`src/rtl/mem_port_arbiter_if.sv`:
```
// Bundle of the fetch port, the data port and the shared memory port that
// the arbiter sits between. The slave modport is the arbiter's view; the
// master modport is the view of the requesters/memory driving it.
interface mem_port_arbiter_if #(
    parameter int ADDR_W = 32,
    parameter int DATA_W = 32
);
    // Instruction fetch side
    logic                  if_req;
    logic [ADDR_W-1:0]     if_addr;
    logic                  if_flush;
    logic                  if_ack;
    logic [DATA_W-1:0]     if_rdata;

    // Load/store side
    logic                  dm_req;
    logic                  dm_we;
    logic [ADDR_W-1:0]     dm_addr;
    logic [DATA_W-1:0]     dm_wdata;
    logic [DATA_W/8-1:0]   dm_wstrb;
    logic                  dm_ack;
    logic [DATA_W-1:0]     dm_rdata;

    // Pipeline freeze controls
    logic                  stall_if;
    logic                  stall_mem;

    // Unified memory port
    logic                  mem_req;
    logic                  mem_we;
    logic [ADDR_W-1:0]     mem_addr;
    logic [DATA_W-1:0]     mem_wdata;
    logic [DATA_W/8-1:0]   mem_wstrb;
    logic                  mem_gnt;
    logic                  mem_rvalid;
    logic [DATA_W-1:0]     mem_rdata;

    modport slave (
        input  if_req, if_addr, if_flush,
        output if_ack, if_rdata,
        input  dm_req, dm_we, dm_addr, dm_wdata, dm_wstrb,
        output dm_ack, dm_rdata,
        output stall_if, stall_mem,
        output mem_req, mem_we, mem_addr, mem_wdata, mem_wstrb,
        input  mem_gnt, mem_rvalid, mem_rdata
    );

    modport master (
        output if_req, if_addr, if_flush,
        input  if_ack, if_rdata,
        output dm_req, dm_we, dm_addr, dm_wdata, dm_wstrb,
        input  dm_ack, dm_rdata,
        input  stall_if, stall_mem,
        input  mem_req, mem_we, mem_addr, mem_wdata, mem_wstrb,
        output mem_gnt, mem_rvalid, mem_rdata
    );
endinterface

```
`src/rtl/mem_port_arbiter.sv`:
```
// Shares one memory port between instruction fetch and load/store.
// One transaction in flight at a time: IDLE -> ISSUE -> WAIT -> RESP.
// Data wins arbitration unless fetch has lost STARVE_MAX times in a row.
module mem_port_arbiter #(
    parameter int ADDR_W     = 32,
    parameter int DATA_W     = 32,
    parameter int STARVE_MAX = 4
) (
    input  logic                 clk,
    input  logic                 reset,
    mem_port_arbiter_if.slave    bus
);
    localparam int SW = DATA_W / 8;
    localparam int CW = $clog2(STARVE_MAX + 1);
    localparam logic [CW-1:0] STARVE_TOP = CW'(STARVE_MAX);

    typedef enum logic [1:0] {S_IDLE, S_ISSUE, S_WAIT, S_RESP} state_t;

    state_t             r_state;
    state_t             w_state_nxt;
    logic               r_owner_if;
    logic               r_kill;
    logic [CW-1:0]      r_starve;
    logic               r_mem_we;
    logic [ADDR_W-1:0]  r_mem_addr;
    logic [DATA_W-1:0]  r_mem_wdata;
    logic [SW-1:0]      r_mem_wstrb;
    logic [DATA_W-1:0]  r_if_rdata;
    logic [DATA_W-1:0]  r_dm_rdata;

    logic               w_fetch_elig;
    logic               w_pick_dm;
    logic               w_pick_if;
    logic               w_kill_now;
    logic               w_if_ack;
    logic               w_dm_ack;

    // State register
    always_ff @(posedge clk) begin
        if (reset) r_state <= S_IDLE;
        else       r_state <= w_state_nxt;
    end

    // Arbitration, next-state selection and the ack pulses
    always_comb begin
        w_state_nxt  = r_state;
        w_pick_dm    = 1'b0;
        w_pick_if    = 1'b0;
        w_if_ack     = 1'b0;
        w_dm_ack     = 1'b0;
        w_kill_now   = r_kill;
        w_fetch_elig = bus.if_req & ~bus.if_flush;
        case (r_state)
            S_IDLE: begin
                if (bus.dm_req && !(w_fetch_elig && r_starve == STARVE_TOP)) begin
                    w_pick_dm   = 1'b1;
                    w_state_nxt = S_ISSUE;
                end else if (w_fetch_elig) begin
                    w_pick_if   = 1'b1;
                    w_state_nxt = S_ISSUE;
                end
            end
            S_ISSUE: begin
                // A flush while the fetch is in flight poisons its response
                w_kill_now = r_kill | (r_owner_if & bus.if_flush);
                if (bus.mem_gnt) w_state_nxt = S_WAIT;
            end
            S_WAIT: begin
                w_kill_now = r_kill | (r_owner_if & bus.if_flush);
                if (bus.mem_rvalid) w_state_nxt = S_RESP;
            end
            S_RESP: begin
                w_if_ack    = r_owner_if & ~r_kill & ~bus.if_flush;
                w_dm_ack    = ~r_owner_if;
                w_state_nxt = S_IDLE;
            end
            default: w_state_nxt = S_IDLE;
        endcase
    end

    // Count consecutive fetch losses; a fetch win resets the count
    always_ff @(posedge clk) begin
        if (reset) begin
            r_starve <= '0;
        end else if (w_pick_if) begin
            r_starve <= '0;
        end else if (w_pick_dm && w_fetch_elig && r_starve != STARVE_TOP) begin
            r_starve <= r_starve + CW'(1);
        end
    end

    // Latch the winner's transaction fields and track the kill flag
    always_ff @(posedge clk) begin
        if (reset) begin
            r_owner_if  <= 1'b0;
            r_kill      <= 1'b0;
            r_mem_we    <= 1'b0;
            r_mem_addr  <= '0;
            r_mem_wdata <= '0;
            r_mem_wstrb <= '0;
        end else begin
            if (w_pick_dm) begin
                r_owner_if  <= 1'b0;
                r_mem_we    <= bus.dm_we;
                r_mem_addr  <= bus.dm_addr;
                r_mem_wdata <= bus.dm_wdata;
                r_mem_wstrb <= bus.dm_wstrb;
            end else if (w_pick_if) begin
                r_owner_if  <= 1'b1;
                r_mem_we    <= 1'b0;
                r_mem_addr  <= bus.if_addr;
                r_mem_wdata <= '0;
                r_mem_wstrb <= '0;
            end
            r_kill <= (w_state_nxt == S_IDLE) ? 1'b0 : w_kill_now;
        end
    end

    // Capture read data for the owner; killed fetches and stores leave it alone
    always_ff @(posedge clk) begin
        if (reset) begin
            r_if_rdata <= '0;
            r_dm_rdata <= '0;
        end else if (r_state == S_WAIT && bus.mem_rvalid) begin
            if (r_owner_if) begin
                if (!w_kill_now) r_if_rdata <= bus.mem_rdata;
            end else if (!r_mem_we) begin
                r_dm_rdata <= bus.mem_rdata;
            end
        end
    end

    assign bus.if_ack    = w_if_ack;
    assign bus.dm_ack    = w_dm_ack;
    assign bus.if_rdata  = r_if_rdata;
    assign bus.dm_rdata  = r_dm_rdata;
    assign bus.stall_if  = bus.if_req & ~w_if_ack & ~bus.if_flush;
    assign bus.stall_mem = bus.dm_req & ~w_dm_ack;
    assign bus.mem_req   = (r_state == S_ISSUE);
    assign bus.mem_we    = r_mem_we;
    assign bus.mem_addr  = r_mem_addr;
    assign bus.mem_wdata = r_mem_wdata;
    assign bus.mem_wstrb = r_mem_wstrb;
endmodule

```
`src/flat_wrapper.sv`:
```
// flat-port wrapper written by rule: the top's interface ports become plain ports
module mem_port_arbiter_flat 
#(
    parameter int ADDR_W     = 32,
    parameter int DATA_W     = 32,
    parameter int STARVE_MAX = 4
)
  (clk, reset, bus_if_req, bus_if_addr, bus_if_flush, bus_if_ack, bus_if_rdata, bus_dm_req, bus_dm_we, bus_dm_addr, bus_dm_wdata, bus_dm_wstrb, bus_dm_ack, bus_dm_rdata, bus_stall_if, bus_stall_mem, bus_mem_req, bus_mem_we, bus_mem_addr, bus_mem_wdata, bus_mem_wstrb, bus_mem_gnt, bus_mem_rvalid, bus_mem_rdata);
  mem_port_arbiter_if #(.ADDR_W(ADDR_W), .DATA_W(DATA_W)) bus_i ();
  input  logic clk;
  input  logic reset;
  input wire logic [$bits(bus_i.if_req)-1:0] bus_if_req;
  input wire logic [$bits(bus_i.if_addr)-1:0] bus_if_addr;
  input wire logic [$bits(bus_i.if_flush)-1:0] bus_if_flush;
  output wire logic [$bits(bus_i.if_ack)-1:0] bus_if_ack;
  output wire logic [$bits(bus_i.if_rdata)-1:0] bus_if_rdata;
  input wire logic [$bits(bus_i.dm_req)-1:0] bus_dm_req;
  input wire logic [$bits(bus_i.dm_we)-1:0] bus_dm_we;
  input wire logic [$bits(bus_i.dm_addr)-1:0] bus_dm_addr;
  input wire logic [$bits(bus_i.dm_wdata)-1:0] bus_dm_wdata;
  input wire logic [$bits(bus_i.dm_wstrb)-1:0] bus_dm_wstrb;
  output wire logic [$bits(bus_i.dm_ack)-1:0] bus_dm_ack;
  output wire logic [$bits(bus_i.dm_rdata)-1:0] bus_dm_rdata;
  output wire logic [$bits(bus_i.stall_if)-1:0] bus_stall_if;
  output wire logic [$bits(bus_i.stall_mem)-1:0] bus_stall_mem;
  output wire logic [$bits(bus_i.mem_req)-1:0] bus_mem_req;
  output wire logic [$bits(bus_i.mem_we)-1:0] bus_mem_we;
  output wire logic [$bits(bus_i.mem_addr)-1:0] bus_mem_addr;
  output wire logic [$bits(bus_i.mem_wdata)-1:0] bus_mem_wdata;
  output wire logic [$bits(bus_i.mem_wstrb)-1:0] bus_mem_wstrb;
  input wire logic [$bits(bus_i.mem_gnt)-1:0] bus_mem_gnt;
  input wire logic [$bits(bus_i.mem_rvalid)-1:0] bus_mem_rvalid;
  input wire logic [$bits(bus_i.mem_rdata)-1:0] bus_mem_rdata;
  assign bus_i.if_req = bus_if_req;
  assign bus_i.if_addr = bus_if_addr;
  assign bus_i.if_flush = bus_if_flush;
  assign bus_if_ack = bus_i.if_ack;
  assign bus_if_rdata = bus_i.if_rdata;
  assign bus_i.dm_req = bus_dm_req;
  assign bus_i.dm_we = bus_dm_we;
  assign bus_i.dm_addr = bus_dm_addr;
  assign bus_i.dm_wdata = bus_dm_wdata;
  assign bus_i.dm_wstrb = bus_dm_wstrb;
  assign bus_dm_ack = bus_i.dm_ack;
  assign bus_dm_rdata = bus_i.dm_rdata;
  assign bus_stall_if = bus_i.stall_if;
  assign bus_stall_mem = bus_i.stall_mem;
  assign bus_mem_req = bus_i.mem_req;
  assign bus_mem_we = bus_i.mem_we;
  assign bus_mem_addr = bus_i.mem_addr;
  assign bus_mem_wdata = bus_i.mem_wdata;
  assign bus_mem_wstrb = bus_i.mem_wstrb;
  assign bus_i.mem_gnt = bus_mem_gnt;
  assign bus_i.mem_rvalid = bus_mem_rvalid;
  assign bus_i.mem_rdata = bus_mem_rdata;
  mem_port_arbiter #(.ADDR_W(ADDR_W), .DATA_W(DATA_W), .STARVE_MAX(STARVE_MAX)) u_core (.clk(clk), .reset(reset), .bus(bus_i));
endmodule
```
`config.mk`:
```
export PLATFORM = sky130hd
export DESIGN_NAME = mem_port_arbiter_flat
export DESIGN_NICKNAME = d
export VERILOG_FILES = /design/src/rtl/mem_port_arbiter_if.sv /design/src/rtl/mem_port_arbiter.sv /design/src/flat_wrapper.sv
export SDC_FILE = /design/constraint.sdc
export NUM_CORES = 1
export LEC_CHECK = 0
export BUFFER_PORTS_ARGS = -buffer_cell sky130_fd_sc_hd__buf_4
export CAP_MARGIN = 10
export CORE_ASPECT_RATIO = 1.4
export CORE_UTILIZATION = 40
export DETAILED_ROUTE_END_ITERATION = 7
export GPL_TIMING_DRIVEN = 0
export PLACE_DENSITY = 0.72
export SETUP_SLACK_MARGIN = 0.2
export SLEW_MARGIN = 20
export SYNTH_ARGS = -nofsm -noshare
export SYNTH_HDL_FRONTEND = slang
export SYNTH_SLANG_ARGS = --single-unit
```
`constraint.sdc`:
```
create_clock -name clk -period 2.55 [get_ports clk]
set_input_delay 0.3825 -clock clk [delete_from_list [all_inputs] [get_ports clk]]
set_output_delay 0.3825 -clock clk [all_outputs]
set_load 0.02 [all_outputs]
```
==> flow_summary.yaml <==
synthesis:
  yosysWarnings: 0
  synth_edf_count: 0
  synthDistinctLibCells: 32
  syn-num-nets: 784
  ys_top_cells_by_area: "dfxtp_1, nand2_1, a21oi_1, a211oi_1, a22oi_1"
  ys_seq_area_frac: 0.5303
  syn_area_um2: 5285
  syn_area_per_cell_um2: 8.297
  yosysTopAreaCell: "dfxtp_1"
  synth_seq_cells: 140
  synth_ff_type: "dfxtp_1"
  async_reset_ff_frac: 0
  synth_cells: 637
  synth_top_area_frac: 0.5303
die:
  fp.coreArea_um2: 12870
  io_pins: 278
  die_area_um2: 13680
  row_count: 49
  die_h_um: 138.0
  start_util: 0.4105
  fp.dieW_um: 99.15
global_route:
  first_global_vias: 5393
  grt_max_degree: 17
  antenna_found_initial: 0
  grt_pass1_wl_mm: 26.74
  track_usage: 0.2462
  gr-total-overflow: 0
drt:
  vias: 5540
  wire_per_inst_um: 15.25
  via_per_inst: 5.041
  dr.pass1.iters: 4
  drt-total-wl_mm: 16.76
  drt_iter0_drc: 185
  route.detailed.drc: 0
  ant_nets: 0
timing:
  drv_slew: 0
  timing.final.crit_share: 0.8044
  max_slew_margin: 0.6426
  finalCriticalPeriod_ps: 2051
  clock_skew_ps: 11.95
  setup_violations: 0
  fmax_ghz: 0.4875
  fin_setup_tns_ps: 0
  worst_pin_slew_ps: 536.1
  rsz0062_at_grt: "no"
  hold_violations: 0
clock_tree:
  clock_sinks: 140
  cts.repair.resized: 0
  cts_max_level: 4
  numCtsBuffers: 17
  clk_path_buf_depth: 2
  hold_buffers: 0
  cts-root-buf: "clkbuf_16"
  clk_pin_slew_ps: 60
  cts_tree: "done"
  cts_setup_buffers: 0
  clk_latency_ps: 410
cells_and_area:
  final_common_cell: "buf_4"
  n_antenna_cell: 0
  areaGrowthSynthToFinish_pct: 55.02
  instances_no_fill: 1099
  finalNetCount: 1080
  final_cell_mix: "buf_4, nand2_1, dfxtp_1, a21oi_1, nor2_1"
  drive_gt1_frac: 0.3584
  final-seq-area_um2: 2803
  fillCellCount: 1163
  multi_input_area_um2: 2237
critical_path:
  crit_fanout: 10
  worstSetupEndpointType: "flop"
  cp.required_ps: 2890
  critical_path_class: "flop to flop"
  critPathArrivalTime_ps: 2390
  start_kind: "flop"
power:
  vdd_drop_max_uv: 548.3
  comb_power_share: 0.310
  power.internal_w: 0.005152
  clockPowerShare: 0.339
  leakagePower_nw: 3.610
  p_sw_w: 0.002602
  p_seq_frac: 0.351
  power_density_nw_per_um2: 946.5
  switching_share: 0.3355
place:
  dp.cells: 1067
  hpwl_mm: 12.62
  gp_congestion: 0.8285
  port_buffers: 277
worst_hold_path:
  hp-class: "input pin to flop"
job:
  max-cap-violations: 0
status:
  status: "completed"
==> per-layer routing <==
layer  vias up  share of wire  GRT usage
met1      2542           0.40     0.2794
met5         -              0          0
li1       2757              -          -
met3        36          0.059    0.06117
met4         0          0.036     0.1153
met2       205           0.50     0.4299
==> cell families (layout without fill, tap and decap cells) <==
logic type,count (synthesis),count (layout),share of synthesized area
flip-flops,140,140,0.5303
adder cells (fa/ha/maj),7,7,0.01657
multiplexers,1,1,0.001894
AO/OA/AOI/OAI,179,179,0.2135
XOR/XNOR,2,2,0.003315
AND/OR/NAND/NOR,252,252,0.1870
buffers and inverters,56,365,0.04735
==> final cells by class <==
class / count / share of cell area
repair buffers: 277 / 0.2538
clock inverters: 13 / 0.02184
clock buffers: 19 / 0.05528
well taps: 153 / 0.02337
multi-input cells: 441 / 0.2731
flip-flops and latches: 140 / 0.3421
plain buffers: 51 / 0.02825
inverters: 5 / 0.002291
==> sequential cells by signal, summed over array words and instances, names as in the netlist <==
signal	cells
u_core.bus.dm_rdata	32
u_core.bus.if_rdata	32
u_core.bus.mem_addr	32
u_core.bus.mem_wdata	32
u_core.bus.mem_we	1
u_core.bus.mem_wstrb	4
u_core.r_kill	1
u_core.r_owner_if	1
u_core.r_starve	3
u_core.r_state	2
==> power groups by stage <==
stage | registers [W] | clock network (W) | logic (W)
after floorplan | 0.00313 | 0 | 0.00104
after global placement | 0.00276 | 0 | 0.00239
after detailed placement | 0.00276 | 0 | 0.00241
after CTS | 0.00272 | 0.00266 | 0.00242
after global routing | 0.00276 | 0.00276 | 0.00263
final | 0.00272 | 0.00263 | 0.00240
==> Yosys cell counts, types with 2 or more instances <==
cell type  number
nor2_1         71
clkbuf_1       27
buf_4           4
nor2b_1         4
nand2b_1        2
a21oi_1        96
nand2_1       162
inv_1           5
a211oi_1       37
nand3_1         2
a22oi_1        37
dfxtp_1       140
nor3_1          5
ha_1            7
buf_2          19
and3_1          2
xnor2_1         2
==> worst paths after layout <==
kind                                                      startpoint                                    to  slack (ps)  cells past startpoint
worst max-delay path                    u_core.r_state[0]$_SDFF_PP0_  u_core.bus.dm_rdata[25]$_SDFFE_PP0P_         500                      8
worst max register to register          u_core.r_state[0]$_SDFF_PP0_  u_core.bus.dm_rdata[25]$_SDFFE_PP0P_         500                      8
worst min register to register  u_core.bus.if_rdata[19]$_SDFFE_PP0P_  u_core.bus.if_rdata[19]$_SDFFE_PP0P_         450                      2
worst min-delay path                                           reset          u_core.r_state[1]$_SDFF_PP0_         200                      2
==> metrics by stage <==
stage / hold WS, ps / area [um2] / total power (W) / setup WS [ps] / utilization
after floorplan: 449.4 / 5285 / 0.004168 / 793.1 / -
after detailed placement: 447.0 / 7556 / 0.005171 / 426.1 / 0.5869
final: 195.2 / 8193 / 0.007754 / 498.7 / 0.6363
after CTS: 188.1 / 8188 / 0.007799 / 426.2 / 0.6360
after global routing: 191.0 / 8193 / 0.008151 / 286.8 / 0.6363
after global placement: 442.5 / 7556 / 0.005145 / 492.3 / 0.5869
==> critical path, stage by stage (launching register included) <==
cell and delay, ps:
dfxtp_1 410, inv_1 110, ha_1 240, nand2_1 170, or3_1 130, clkbuf_1 240
clkbuf_1 440, nand2_1 100, a21oi_1 150
Power figures use the tool's default switching activity.
